`config.mk`:
```
export PLATFORM = sky130hd
export DESIGN_NAME = bcd2bin_seq
export DESIGN_NICKNAME = d
export VERILOG_FILES = /design/src/rtl/bcd2bin_seq.sv
export SDC_FILE = /design/constraint.sdc
export NUM_CORES = 1
export LEC_CHECK = 0
export ABC_AREA = 1
export BUFFER_PORTS_ARGS = -buffer_cell sky130_fd_sc_hd__buf_4
export CAP_MARGIN = 20
export CELL_PAD_IN_SITES_DETAIL_PLACEMENT = 1
export CELL_PAD_IN_SITES_GLOBAL_PLACEMENT = 2
export CORE_MARGIN = 4
export CORE_UTILIZATION = 34
export DETAILED_ROUTE_END_ITERATION = 7
export PLACE_DENSITY = 0.83
export SLEW_MARGIN = 25
export SYNTH_ARGS = -nofsm -noshare
export SYNTH_HDL_FRONTEND = slang
export SYNTH_SLANG_ARGS = --single-unit
```
`constraint.sdc`:
```
create_clock -name clk -period 2.2 [get_ports clk]
set_clock_uncertainty 0.2 [all_clocks]
set_input_delay 0.33 -clock clk [delete_from_list [all_inputs] [get_ports clk]]
set_output_delay 0.33 -clock clk [all_outputs]
set_load 0.1 [all_outputs]
```
`src/rtl/bcd2bin_seq.sv`:
```
// ---------------------------------------------------------------------------
// bcd2bin_seq
//   Sequential BCD-to-binary converter (reverse double-dabble), one bit per
//   clock, fixed latency. Takes a sign nibble plus `digits` BCD digits and
//   produces a saturated signed two's-complement value of `width` bits.
//
// Ports
//   clk      in   system clock, rising edge
//   rst_n    in   asynchronous active-low reset
//   start    in   request conversion, sampled only in IDLE
//   bcd      in   BCD magnitude, most significant digit in top nibble
//   bcd_sgn  in   sign nibble, 4'hA = negative, anything else = positive
//   busy     out  conversion in progress (start edge through the done cycle)
//   done     out  one-cycle pulse when bin/err are updated
//   bin      out  signed result, held until the next done
//   err      out  range or digit error for the current result
// ---------------------------------------------------------------------------
module bcd2bin_seq #(
  parameter int unsigned width  = 12,
  parameter int unsigned digits = 4
) (
  input  logic                  clk,
  input  logic                  rst_n,
  input  logic                  start,
  input  logic [4*digits-1:0]   bcd,
  input  logic [3:0]            bcd_sgn,
  output logic                  busy,
  output logic                  done,
  output logic [width-1:0]      bin,
  output logic                  err
);

  localparam int unsigned ACC_W = 4 * digits;
  localparam int unsigned CNT_W = $clog2(ACC_W + 1);
  // Comparison width wide enough for both the magnitude and the range limits.
  localparam int unsigned CMP_W = ((width > ACC_W) ? width : ACC_W) + 1;

  localparam logic [CMP_W-1:0] POS_LIMIT   = (CMP_W'(1) << (width - 1)) - CMP_W'(1);
  localparam logic [CMP_W-1:0] NEG_LIMIT   = CMP_W'(1) << (width - 1);
  localparam logic [width-1:0] BIN_POS_SAT = {1'b0, {(width - 1){1'b1}}};
  localparam logic [width-1:0] BIN_NEG_SAT = {1'b1, {(width - 1){1'b0}}};
  localparam logic [CNT_W-1:0] CNT_LOAD    = CNT_W'(ACC_W);
  localparam logic [3:0]       SGN_NEG     = 4'hA;

  typedef enum logic [1:0] {
    ST_IDLE   = 2'd0,
    ST_SHIFT  = 2'd1,
    ST_FINISH = 2'd2
  } state_e;

  state_e             state_q, state_d;
  logic [ACC_W-1:0]   bcd_q, bcd_d;
  logic [ACC_W-1:0]   acc_q, acc_d;
  logic [CNT_W-1:0]   cnt_q, cnt_d;
  logic               neg_q, neg_d;
  logic               bad_q, bad_d;
  logic               busy_q, busy_d;
  logic               done_q, done_d;
  logic [width-1:0]   bin_q, bin_d;
  logic               err_q, err_d;

  logic               digit_bad_c;
  logic [ACC_W-1:0]   bcd_sh_c;
  logic [ACC_W-1:0]   bcd_fix_c;
  logic [ACC_W-1:0]   acc_sh_c;
  logic [CMP_W-1:0]   mag_c;
  logic [width-1:0]   res_bin_c;
  logic               res_err_c;

  // Flag any input nibble outside 0..9.
  always_comb begin
    digit_bad_c = 1'b0;
    for (int i = 0; i < int'(digits); i++) begin
      if (bcd[4*i +: 4] > 4'd9) begin
        digit_bad_c = 1'b1;
      end
    end
  end

  // One reverse double-dabble step: shift {bcd, acc} right, then correct
  // every BCD nibble that picked up a carried-in 8 (should have been 5).
  always_comb begin
    bcd_sh_c  = {1'b0, bcd_q[ACC_W-1:1]};
    acc_sh_c  = {bcd_q[0], acc_q[ACC_W-1:1]};
    bcd_fix_c = bcd_sh_c;
    for (int i = 0; i < int'(digits); i++) begin
      if (bcd_sh_c[4*i +: 4] >= 4'd8) begin
        bcd_fix_c[4*i +: 4] = bcd_sh_c[4*i +: 4] - 4'd3;
      end
    end
  end

  // Signed result with saturation, from the finished magnitude.
  always_comb begin
    mag_c     = CMP_W'(acc_q);
    res_bin_c = '0;
    res_err_c = 1'b0;
    if (bad_q) begin
      res_bin_c = '0;
      res_err_c = 1'b1;
    end else if (!neg_q && (mag_c > POS_LIMIT)) begin
      res_bin_c = BIN_POS_SAT;
      res_err_c = 1'b1;
    end else if (neg_q && (mag_c > NEG_LIMIT)) begin
      res_bin_c = BIN_NEG_SAT;
      res_err_c = 1'b1;
    end else if (neg_q) begin
      res_bin_c = width'(CMP_W'(0) - mag_c);
    end else begin
      res_bin_c = width'(mag_c);
    end
  end

  // Next-state and register updates.
  always_comb begin
    state_d = state_q;
    bcd_d   = bcd_q;
    acc_d   = acc_q;
    cnt_d   = cnt_q;
    neg_d   = neg_q;
    bad_d   = bad_q;
    done_d  = 1'b0;
    bin_d   = bin_q;
    err_d   = err_q;

    unique case (state_q)
      ST_IDLE: begin
        if (start) begin
          bcd_d   = bcd;
          acc_d   = '0;
          neg_d   = (bcd_sgn == SGN_NEG);
          bad_d   = digit_bad_c;
          cnt_d   = CNT_LOAD;
          state_d = ST_SHIFT;
        end
      end
      ST_SHIFT: begin
        bcd_d = bcd_fix_c;
        acc_d = acc_sh_c;
        cnt_d = cnt_q - CNT_W'(1);
        if (cnt_q == CNT_W'(1)) begin
          state_d = ST_FINISH;
        end
      end
      ST_FINISH: begin
        bin_d   = res_bin_c;
        err_d   = res_err_c;
        done_d  = 1'b1;
        state_d = ST_IDLE;
      end
      default: begin
        state_d = ST_IDLE;
      end
    endcase

    // busy also covers the cycle in which done is high.
    busy_d = (state_d != ST_IDLE) || (state_q == ST_FINISH);
  end

  // State and datapath registers.
  always_ff @(posedge clk or negedge rst_n) begin
    if (!rst_n) begin
      state_q <= ST_IDLE;
      bcd_q   <= '0;
      acc_q   <= '0;
      cnt_q   <= '0;
      neg_q   <= 1'b0;
      bad_q   <= 1'b0;
      busy_q  <= 1'b0;
      done_q  <= 1'b0;
      bin_q   <= '0;
      err_q   <= 1'b0;
    end else begin
      state_q <= state_d;
      bcd_q   <= bcd_d;
      acc_q   <= acc_d;
      cnt_q   <= cnt_d;
      neg_q   <= neg_d;
      bad_q   <= bad_d;
      busy_q  <= busy_d;
      done_q  <= done_d;
      bin_q   <= bin_d;
      err_q   <= err_d;
    end
  end

  assign busy = busy_q;
  assign done = done_q;
  assign bin  = bin_q;
  assign err  = err_q;

endmodule

```
==> results of run 1 <==
-- worst paths after layout --
| kind | endpoint | cells past startpoint | slack (ps) |
|---|---|---|---|
| setup reg to reg | bin[11]$_DFFE_PN0P_ | 9 | 340 |
| hold / removal | bcd_q[13]$_DFFE_PN0P_ | 3 | 50 |
| setup / recovery | bin[11]$_DFFE_PN0P_ | 9 | 340 |
| hold reg to reg | bcd_q[13]$_DFFE_PN0P_ | 2 | 290 |
| min in group asynchronous | acc_q[9]$_DFFE_PN0P_ | 2 | 420 |
| max in group asynchronous | acc_q[4]$_DFFE_PN0P_ | 2 | 900 |
-- critical path, delay by kind of cell (launching register included) --
family / cells / cell delay, ps
DFF: 1 / 400
adders and majority gates: 1 / 200
buffers and inverters: 1 / 120
and+or+nand+nor: 7 / 850
-- layer usage --
metal / track usage [%] / up-vias / part of all wire (%)
met5: 0 / - / 0
met4: 4.937 / 0 / 1.8
met3: 2.525 / 11 / 2.4
met2: 28.05 / 28 / 51
met1: 20.61 / 1235 / 45
li1: - / 1236 / -
-- stage by stage --
stage	util, %	instances	total power, mW	hold slack, ps	worst slack, ps
finish	40.76	497	4.506	54.18	336.8
global route	40.76	497	4.999	54.43	41.82
CTS	40.76	497	4.569	50.80	299.4
detailed placement	39.49	488	3.947	255.2	304.6
global placement	39.49	488	3.889	243.5	387.1
floorplan	-	351	3.339	-165.6	599.6
-- power groups by stage --
| stage | combinational [mW] | clock [mW] | sequential [mW] |
|---|---|---|---|
| after global placement | 2.22 | 0 | 1.67 |
| after floorplan | 1.47 | 0 | 1.87 |
| after CTS | 2.28 | 0.629 | 1.66 |
| after detailed placement | 2.27 | 0 | 1.68 |
| after global routing | 2.63 | 0.659 | 1.71 |
| final | 2.25 | 0.601 | 1.65 |
-- logic make-up (layout without fill, tap and decap cells) --
kind of cell    Yosys count  in the layout
compound gates           82             82
xor+xnor                  4              4
fa+ha+maj                 9              9
buf+inv                  51             92
flops                    56             56
simple gates            149            149
-- cells in the final DEF (no fill, tap or decap), drive strengths merged, types with 3 or more instances in the layout --
master   n
xor2     3
clkbuf   7
nor2    27
nand2   94
o21ai   38
a21oi   15
nand4    4
dfrtp   56
buf     43
inv     39
ha       9
o22ai   22
nand3   18
-- sequential cells by signal, indices dropped and copies added (netlist names) --
signal,count
acc_q,16
bad_q,1
bcd_q,16
bin,12
busy,1
cnt_q,5
done,1
err,1
neg_q,1
state_q,2
-- area by class of cell --
| class | count | area, um^2 | area share (%) |
|---|---|---|---|
| Tap cell | 105 | 131.4 | 3.943 |
| Multi-Input combinational cell | 244 | 1222 | 36.69 |
| Clock inverter | 1 | 7.507 | 0.2253 |
| Clock buffer | 7 | 86.33 | 2.591 |
| Inverter | 40 | 150.1 | 4.506 |
| Sequential cell | 56 | 1401 | 42.06 |
| Timing Repair Buffer | 44 | 332.8 | 9.989 |
==> flow_summary_export.csv, run 1 <==
group,metric,value,unit
floorplanning,fp.dieW,99.38,um
power,switching_share,46.97,%
final_layout,final_nets,423,
power,clkPwrFrac,13.3,%
synth,avgSynthCellArea,8.088,um^2
grt,grt_pass1_vias,2651,
power,switching_power,2.116,mW
synth,ys_top_cells_by_area,"dfrtp_1, nand2_1, o21ai_0, inv_1, o22ai_1",
clocking,clock_latency,320,ps
clocking,post_cts_resized,0,
synth,synth.distinct_cells,31,
grt,grt_max_degree,57,
grt,grt_usage,16.13,%
timing,slew_violations,0,
synth,synth_flop_cell,"dfrtp_1",
timing,fmax,536.7,MHz
worst_setup_path,crit_path_start_kind,"flop",
worst_setup_path,path_cells,"inv_1, ha_1, nand2_1, nor2_1, nand2_1, nand2_2, nand3_1, nand2_1, nand2_1",
synth,yosysSeqAreaShare,49.36,%
route,drt_iter0_markers,59,
power,power.internal,2.389,mW
final_layout,fillers,1023,
worst_setup_path,r2r-start,"acc_q[1]$_DFFE_PN0P_",
clocking,clock_sinks,56,
timing,rsz0062_at_grt,"no",
synth,yosys.area.top_type,"dfrtp_1",
timing,setup_viol,0,
route,viasPerCell,5.050,
synth,synthAdderAreaFrac,3.967,%
synth,synthMuxAreaShare,0,%
place,gp_congestion,0.8257,
floorplanning,dieArea,0.009875,mm^2
floorplanning,floorplan.initialDensity,34.73,%
synth,syn_inst,351,
timing,worstMarginPinSlew,731.5,ps
floorplanning,io_pins,38,
power,p_per_area,1352,mW/mm^2
clocking,cts_max_level,2,
floorplanning,die_h,99.38,um
worst_setup_path,worst-setup-path-type,"reg -> reg",
synth,synth_nets,383,
synth,netlist_top_cells_count,"nand2_1, dfrtp_1, inv_1",
clocking,cts_buffers,5,
grt,grt.overflow.total,0,
grt,grt_pass1_wl,12.93,mm
place,dpl.hpwl,5.489,mm
timing,maxSlewHeadroom,51.24,%
worst_setup_path,crit_top_cell,"nand2_1",
timing,hold_viol_final,0,
floorplanning,core_area,0.008175,mm^2
power,p_comb_share,49.9,%
synth,synth_area,0.002839,mm^2
synth,synth_xor_area_share,1.234,%
worst_setup_path,critPathArrivalTime,1890,ps
synth,synth_edf_count,0,
power,ir_drop,0.4786,mV
power,p_seq_share,36.7,%
final_layout,final_cell_area,0.003332,mm^2
run,drv_cap,0,
worst_setup_path,max_stage_delay,400,ps
grt,antenna_found_initial,0,
min_path,hp-class,"in -> reg",
final_layout,insertedDiodeCount,0,
worst_setup_path,crit_start,"acc_q[1]$_DFFE_PN0P_",
route,wl_per_cell,14.80,um
synth,synth-seq-cells,56,
worst_setup_path,cp.required,2220,ps
route,dr.pass1.iters,4,
route,drc,0,
final_layout,syn_to_final_growth,17.36,%
clocking,cts_setup_buffers,0,
synth,synthSimpleGateAreaFrac,21.73,%
place,place_area,0.003228,mm^2
min_path,hold_start,"bcd[13]",
synth,synth_top_family_by_area,"simple AND/OR/NAND/NOR gates",
worst_setup_path,crit_path_max_fanout,13,
clocking,cts_root_buf,"clkbuf_8",
clocking,cts_tree,"yes",
worst_setup_path,worst_path_max_delay_cell,"dfrtp_1",
clocking,clockBufferDepth,2,
timing,setup_tns,0,ps
synth,async_flop_share,100.0,%
synth,synth_most_common_cell,"nand2_1",
timing,period_share,84.69,%
route,vias,2510,
worst_setup_path,crit_path_end_kind,"flop",
floorplanning,row_count,33,
timing,fin_crit,1863,ps
clocking,ctsHoldBuffers,1,
power,leakage,1.661,nW
place,port_buffers,37,
synth,synth_top_area_share,49.36,%
synth,yosysWarningCount,0,
synth,synth_compound_area_share,16.13,%
status,outcome,"finished, final reports clean",
route,wl,7.358,mm
clocking,path_clk_slew,110,ps
route,ant_nets,0,
final_layout,drive_gt1_share,14.03,%
No activity file was read; power rests on OpenSTA's default activity.
==> inputs of run 2 (changes only) <==
- CORE_UTILIZATION: 34 -> 30
- PLACE_DENSITY: 0.83 -> 0.78
- clock period: 2.2 -> 1.6 ns (I/O delays scaled with it)
==> flow_summary_export.csv, run 2 (synthesis results as in run 1) <==
group,metric,value,unit
final_layout,final_nets,468,
timing,slew_violations,0,
worst_setup_path,crit_start,"acc_q[0]$_DFFE_PN0P_",
clocking,cts_buffers,5,
place,pre_cts_ws,-117.7,ps
grt,antenna_found_initial,0,
final_layout,final_common_cell,"nand2_1",
status,outcome,"finished with violations",
final_layout,drive_gt1_share,31.35,%
worst_setup_path,path_cells,"inv_2, buf_6, nand2_2, o21ai_1, buf_4, nand4_1, nand3_1, nand2_1, nand2_1",
grt,grt_pass1_wl,14.08,mm
final_layout,layout_common_cells,"nand2_1, buf_4, dfrtp_1, inv_1, o21ai_0",
final_layout,instances_no_fill,566,
floorplanning,row_count,35,
worst_setup_path,worstReg2RegEnd,"bin[11]$_DFFE_PN0P_",
run,drv_cap,0,
floorplanning,io_pins,38,
route,vias,2672,
grt,grt_usage,15.44,%
worst_setup_path,rrSetupSlack,5,ps
clocking,cts_tree,"yes",
timing,timing.final.ws_setup,4.867,ps
route,drt_iter0_markers,102,
grt,top_usage_layer,"met2",
place,port_buffers,37,
timing,worstMarginPinSlew,358.6,ps
route,viasPerCell,4.721,
clocking,path_clk_slew,110,ps
worst_setup_path,crit_path_start_kind,"flop",
power,p_per_area,1845,mW/mm^2
timing,maxSlewHeadroom,75.88,%
final_layout,fillers,1110,
grt,grt.overflow.total,0,
place,dp.cells,544,
power,ir_drop,0.6301,mV
worst_setup_path,worst-setup-path-type,"reg -> reg",
floorplanning,core_area,0.009240,mm^2
floorplanning,floorplan.initialDensity,30.72,%
power,leakage,1.922,nW
power,total_power,7.133,mW
grt,globalRouteMet1Util,18.84,%
worst_setup_path,endpoint,"bin[11]$_DFFE_PN0P_",
worst_setup_path,worst_path_max_delay_cell,"dfrtp_1",
grt,grt_pass1_vias,2917,
worst_setup_path,crit_top_cell,"nand2_1",
clocking,cts_max_level,2,
route,wl_per_cell,14.50,um
floorplanning,dieArea,0.01108,mm^2
route,wl,8.205,mm
route,dr.pass1.iters,4,
worst_setup_path,critPathArrivalTime,1650,ps
worst_setup_path,cp.required,1650,ps
worst_setup_path,reg2reg_depth,9,
final_layout,multi_input_area,0.001376,mm^2
grt,use_met3,2.572,%
worst_setup_path,crit_path_end_kind,"flop",
worst_setup_path,crit_path_max_fanout,3,
floorplanning,fp.dieW,105.3,um
final_layout,insertedDiodeCount,0,
min_path,hp-class,"in -> reg",
route,ant_nets,0,
clocking,clock_latency,310,ps
floorplanning,die_h,105.3,um
final_layout,seq_area,0.001403,mm^2
timing,fin_crit,1595,ps
route,drc,0,
clocking,clockBufferDepth,2,
timing,setup_viol,0,
clocking,cts_root_buf,"clkbuf_8",
grt,grt_use_met2,28.32,%
clocking,clock_sinks,56,
worst_setup_path,r2r-start,"acc_q[0]$_DFFE_PN0P_",
worst_setup_path,max_stage_delay,400,ps
status,violations,"negative hold slack",
timing,hold_viol_final,1,
timing,hold_ws,-7.884,ps
final_layout,syn_to_final_growth,36.18,%
grt,grt_max_degree,30,
timing,rsz0062_at_grt,"yes",
place,dpl.hpwl,6.115,mm
timing,period_share,99.70,%
timing,fmax,626.9,MHz
place,gp_congestion,0.7968,
## run 2: cell types whose count changed in the layout (fill, tap and decap cells not counted), moves of 7 or more
cell	delta
nand2_2	+7
nand2_1	-11
inv_2	+8
inv_1	-9
o21ai_0	-11
o21ai_1	+9
buf_4	+38
## run 2: power by group
group	internal, mW	total, mW	switching, mW	leakage (nW)
Sequential	1.90	2.26	0.359	0.725
Combinational	1.58	4.03	2.45	1.15
Clock	0.348	0.840	0.492	0.0510
Total	3.83	7.13	3.30	1.92
## run 2: worst min-delay path by stage
stage,cells after the start,end,start
after floorplan,0,acc_q[0]$_DFFE_PN0P_,rst_n
after global placement,1,acc_q[10]$_DFFE_PN0P_,rst_n
after detailed placement,1,acc_q[10]$_DFFE_PN0P_,rst_n
after CTS,3,bcd_q[0]$_DFFE_PN0P_,bcd[0]
after global routing,3,neg_q$_DFFE_PN0P_,bcd_sgn[3]
final,3,bcd_q[1]$_DFFE_PN0P_,bcd[1]
## run 2: final cells by class
type / count / area share [%]
Sequential cell: 56 / 36.28
Inverter: 40 / 3.981
Clock inverter: 2 / 0.2589
Timing Repair Buffer: 88 / 17.57
Multi-Input combinational cell: 245 / 35.60
Tap cell: 129 / 4.175
Clock buffer: 6 / 2.136
## run 2: per-stage QoR
stage	TNS, ps	util (%)	instance area, um^2
final	0	41.84	3866
after global routing	-488.0	41.84	3866
after CTS	0	39.89	3686
after detailed placement	-919.7	37.89	3501
after global placement	-178.5	37.89	3501
after floorplan	0	-	2841
## run 2: metal layers
metal	vias to the layer above	routed length, um	share of wire, %
li1	1329	-	-
met1	1299	3621	44
met2	38	4289	52
met3	6	207	2.5
met4	0	86	1.0
met5	-	0	0
## run 2: critical path, delay by kind of cell (launching register included)
kind / cells / cell delay (ps)
and+or+nand+nor: 5 / 460
DFF: 1 / 400
buffers and inverters: 3 / 330
AOI/OAI and AO/OA: 1 / 140
## run 2: timing repair
action | 4_1_cts | 5_1_grt
pin swaps | 4 | 18
cloned | 1 | 0
hold endpoints to repair | 38 | 1
setup endpoints to repair | 16 | 21
hold buffers | 5 | 1
resized for setup | 12 | 49
buffers inserted | 1 | 6
==> inputs of run 3 (changes only) <==
- CORE_MARGIN: 4 -> default
- CORE_UTILIZATION: 30 -> 27
- PLACE_DENSITY: 0.78 -> 0.72
==> flow_summary_export.csv, run 3 (synthesis results as in run 1) <==
group,metric,value,unit
grt,grt.overflow.total,0,
route,viasPerCell,4.646,
timing,period_share,97.06,%
place,port_buffers,37,
timing,fin_crit,1553,ps
clocking,clock_latency,310,ps
worst_setup_path,crit_start,"acc_q[0]$_DFFE_PN0P_",
worst_setup_path,reg2reg_depth,11,
floorplanning,fp.dieW,104.5,um
run,drv_cap,0,
worst_setup_path,crit_path_end_kind,"flop",
clocking,cts_tree,"yes",
timing,maxSlewHeadroom,78.29,%
place,dpl.hpwl,5.883,mm
route,wl,8.031,mm
grt,grt_max_degree,27,
worst_setup_path,cp.required,1650,ps
route,vias,2653,
min_path,hp-class,"in -> reg",
final_layout,drive_gt1_share,27.36,%
worst_setup_path,critPathArrivalTime,1610,ps
status,outcome,"finished, final reports clean",
clocking,clock_sinks,56,
clocking,path_clk_slew,110,ps
floorplanning,io_pins,38,
final_layout,insertedDiodeCount,0,
clocking,clockBufferDepth,2,
timing,fmax,643.9,MHz
timing,setup_viol,0,
timing,rsz0062_at_grt,"yes",
grt,grt_pass1_vias,2830,
worst_setup_path,worst-setup-path-type,"reg -> reg",
clocking,cts_buffers,5,
worst_setup_path,crit_path_max_fanout,3,
final_layout,seq_area,0.001403,mm^2
final_layout,final_common_cell,"nand2_1",
final_layout,fin_util,37.56,%
timing,hold_viol_final,0,
final_layout,layout_common_cells,"nand2_1, buf_4, dfrtp_1, inv_1, o21ai_0",
route,ant_nets,0,
final_layout,fillers,1256,
worst_setup_path,crit_path_start_kind,"flop",
place,pre_cts_ws,-165.6,ps
timing,slew_violations,0,
final_layout,multi_input_area,0.001344,mm^2
floorplanning,floorplan.initialDensity,27.62,%
floorplanning,dieArea,0.01093,mm^2
final_layout,final_nets,466,
power,ir_drop,0.6504,mV
grt,grt_usage,15.81,%
route,drt_iter0_markers,76,
route,drc,0,
route,dr.pass1.iters,4,
final_layout,syn_to_final_growth,35.96,%
route,wl_per_cell,14.06,um
worst_setup_path,rrSetupSlack,50,ps
place,gp_congestion,0.7971,
grt,grt_pass1_wl,13.88,mm
power,p_per_area,1808,mW/mm^2
worst_setup_path,worstReg2RegEnd,"bin[8]$_DFFE_PN0P_",
min_path,hold_start,"bcd[11]",
clocking,cts_max_level,2,
power,leakage,1.887,nW
min_path,hold_depth,3,
worst_setup_path,r2r-start,"acc_q[0]$_DFFE_PN0P_",
floorplanning,die_h,104.5,um
min_path,worst_hold_path.endpoint,"bcd_q[11]$_DFFE_PN0P_",
timing,setup_tns,0,ps
floorplanning,row_count,37,
timing,worstMarginPinSlew,322.7,ps
grt,antenna_found_initial,0,
timing,timing.final.ws_setup,46.98,ps
clocking,cts_root_buf,"clkbuf_8",
floorplanning,core_area,0.01028,mm^2
run 3: cell count changes in the layout (fill, tap and decap cells not counted), moves of 2 or more:
cell	previous run	this run
buf_4	81	73
dlygate4sd3_1	6	10
o21ai_0	25	29
a21oi_1	12	15
a21oi_2	3	0
clkinv_2	3	0
nand2_1	82	85
o21ai_1	11	8
buf_12	0	2
inv_1	28	30
nand2_2	8	6
nand3_1	12	14
nand3_2	6	4
nor2_1	19	17
run 3: per-stage QoR:
stage | hold WS, ps | cell area [um^2] | total power, mW | instances
final | 2.843 | 3860 | 6.980 | 571
after detailed placement | -53.79 | 3490 | 5.810 | 545
after CTS | 0.3066 | 3729 | 6.756 | 565
after floorplan | -255.6 | 2841 | 4.602 | 351
after global routing | 28.02 | 3860 | 7.588 | 571
after global placement | -56.37 | 3490 | 5.708 | 545
run 3: area by class of cell:
cell class                 instances  share of cell area [%]
multi-input combinational        245                   34.81
tap                              136                   4.408
clock buffer                       7                   2.237
timing repair buffer              86                   18.12
clock inverter                     1                  0.1945
inverter                          40                   3.890
sequential                        56                   36.34
run 3: repair_timing:
item | CTS | global route
buffers inserted | 1 | 6
hold buffers | 10 | 0
gates resized for setup | 12 | 33
hold endpoints to repair | 64 | 0
gates cloned | 1 | 0
pin swaps | 2 | 13
setup endpoints to repair | 13 | 19
run 3: power breakdown:
group          switching, mW  internal (mW)
registers              0.369           1.90
logic                   2.35           1.50
clock network          0.502          0.354
total                   3.22           3.76
run 3: critical path: stages, from the launching register on:
cell	delay [ps]
dfrtp_1	410
inv_2	90
ha_4	150
nand2_4	60
nor2_4	140
buf_6	120
nor2_4	30
nand2_2	60
nand3_2	60
nand2_1	70
nand2_1	40
nand2_1	60
run 3: per-layer routing:
layer	vias up	track usage (%)	share of wire, %
li1	1325	-	-
met1	1278	19.79	46
met2	41	28.00	49
met3	9	2.433	2.6
met4	0	4.490	1.9
met5	-	0	0
run 3: worst max path at each step:
stage / end / slack, ps
final: bin[8]$_DFFE_PN0P_ / 50
after global routing: bin[8]$_DFFE_PN0P_ / -80
after CTS: bin[5]$_DFFE_PN0P_ / 0.9
after detailed placement: bin[0]$_DFFE_PN0P_ / -170
after global placement: bin[0]$_DFFE_PN0P_ / -80
after floorplan: bin[11]$_DFFE_PN0P_ / 20
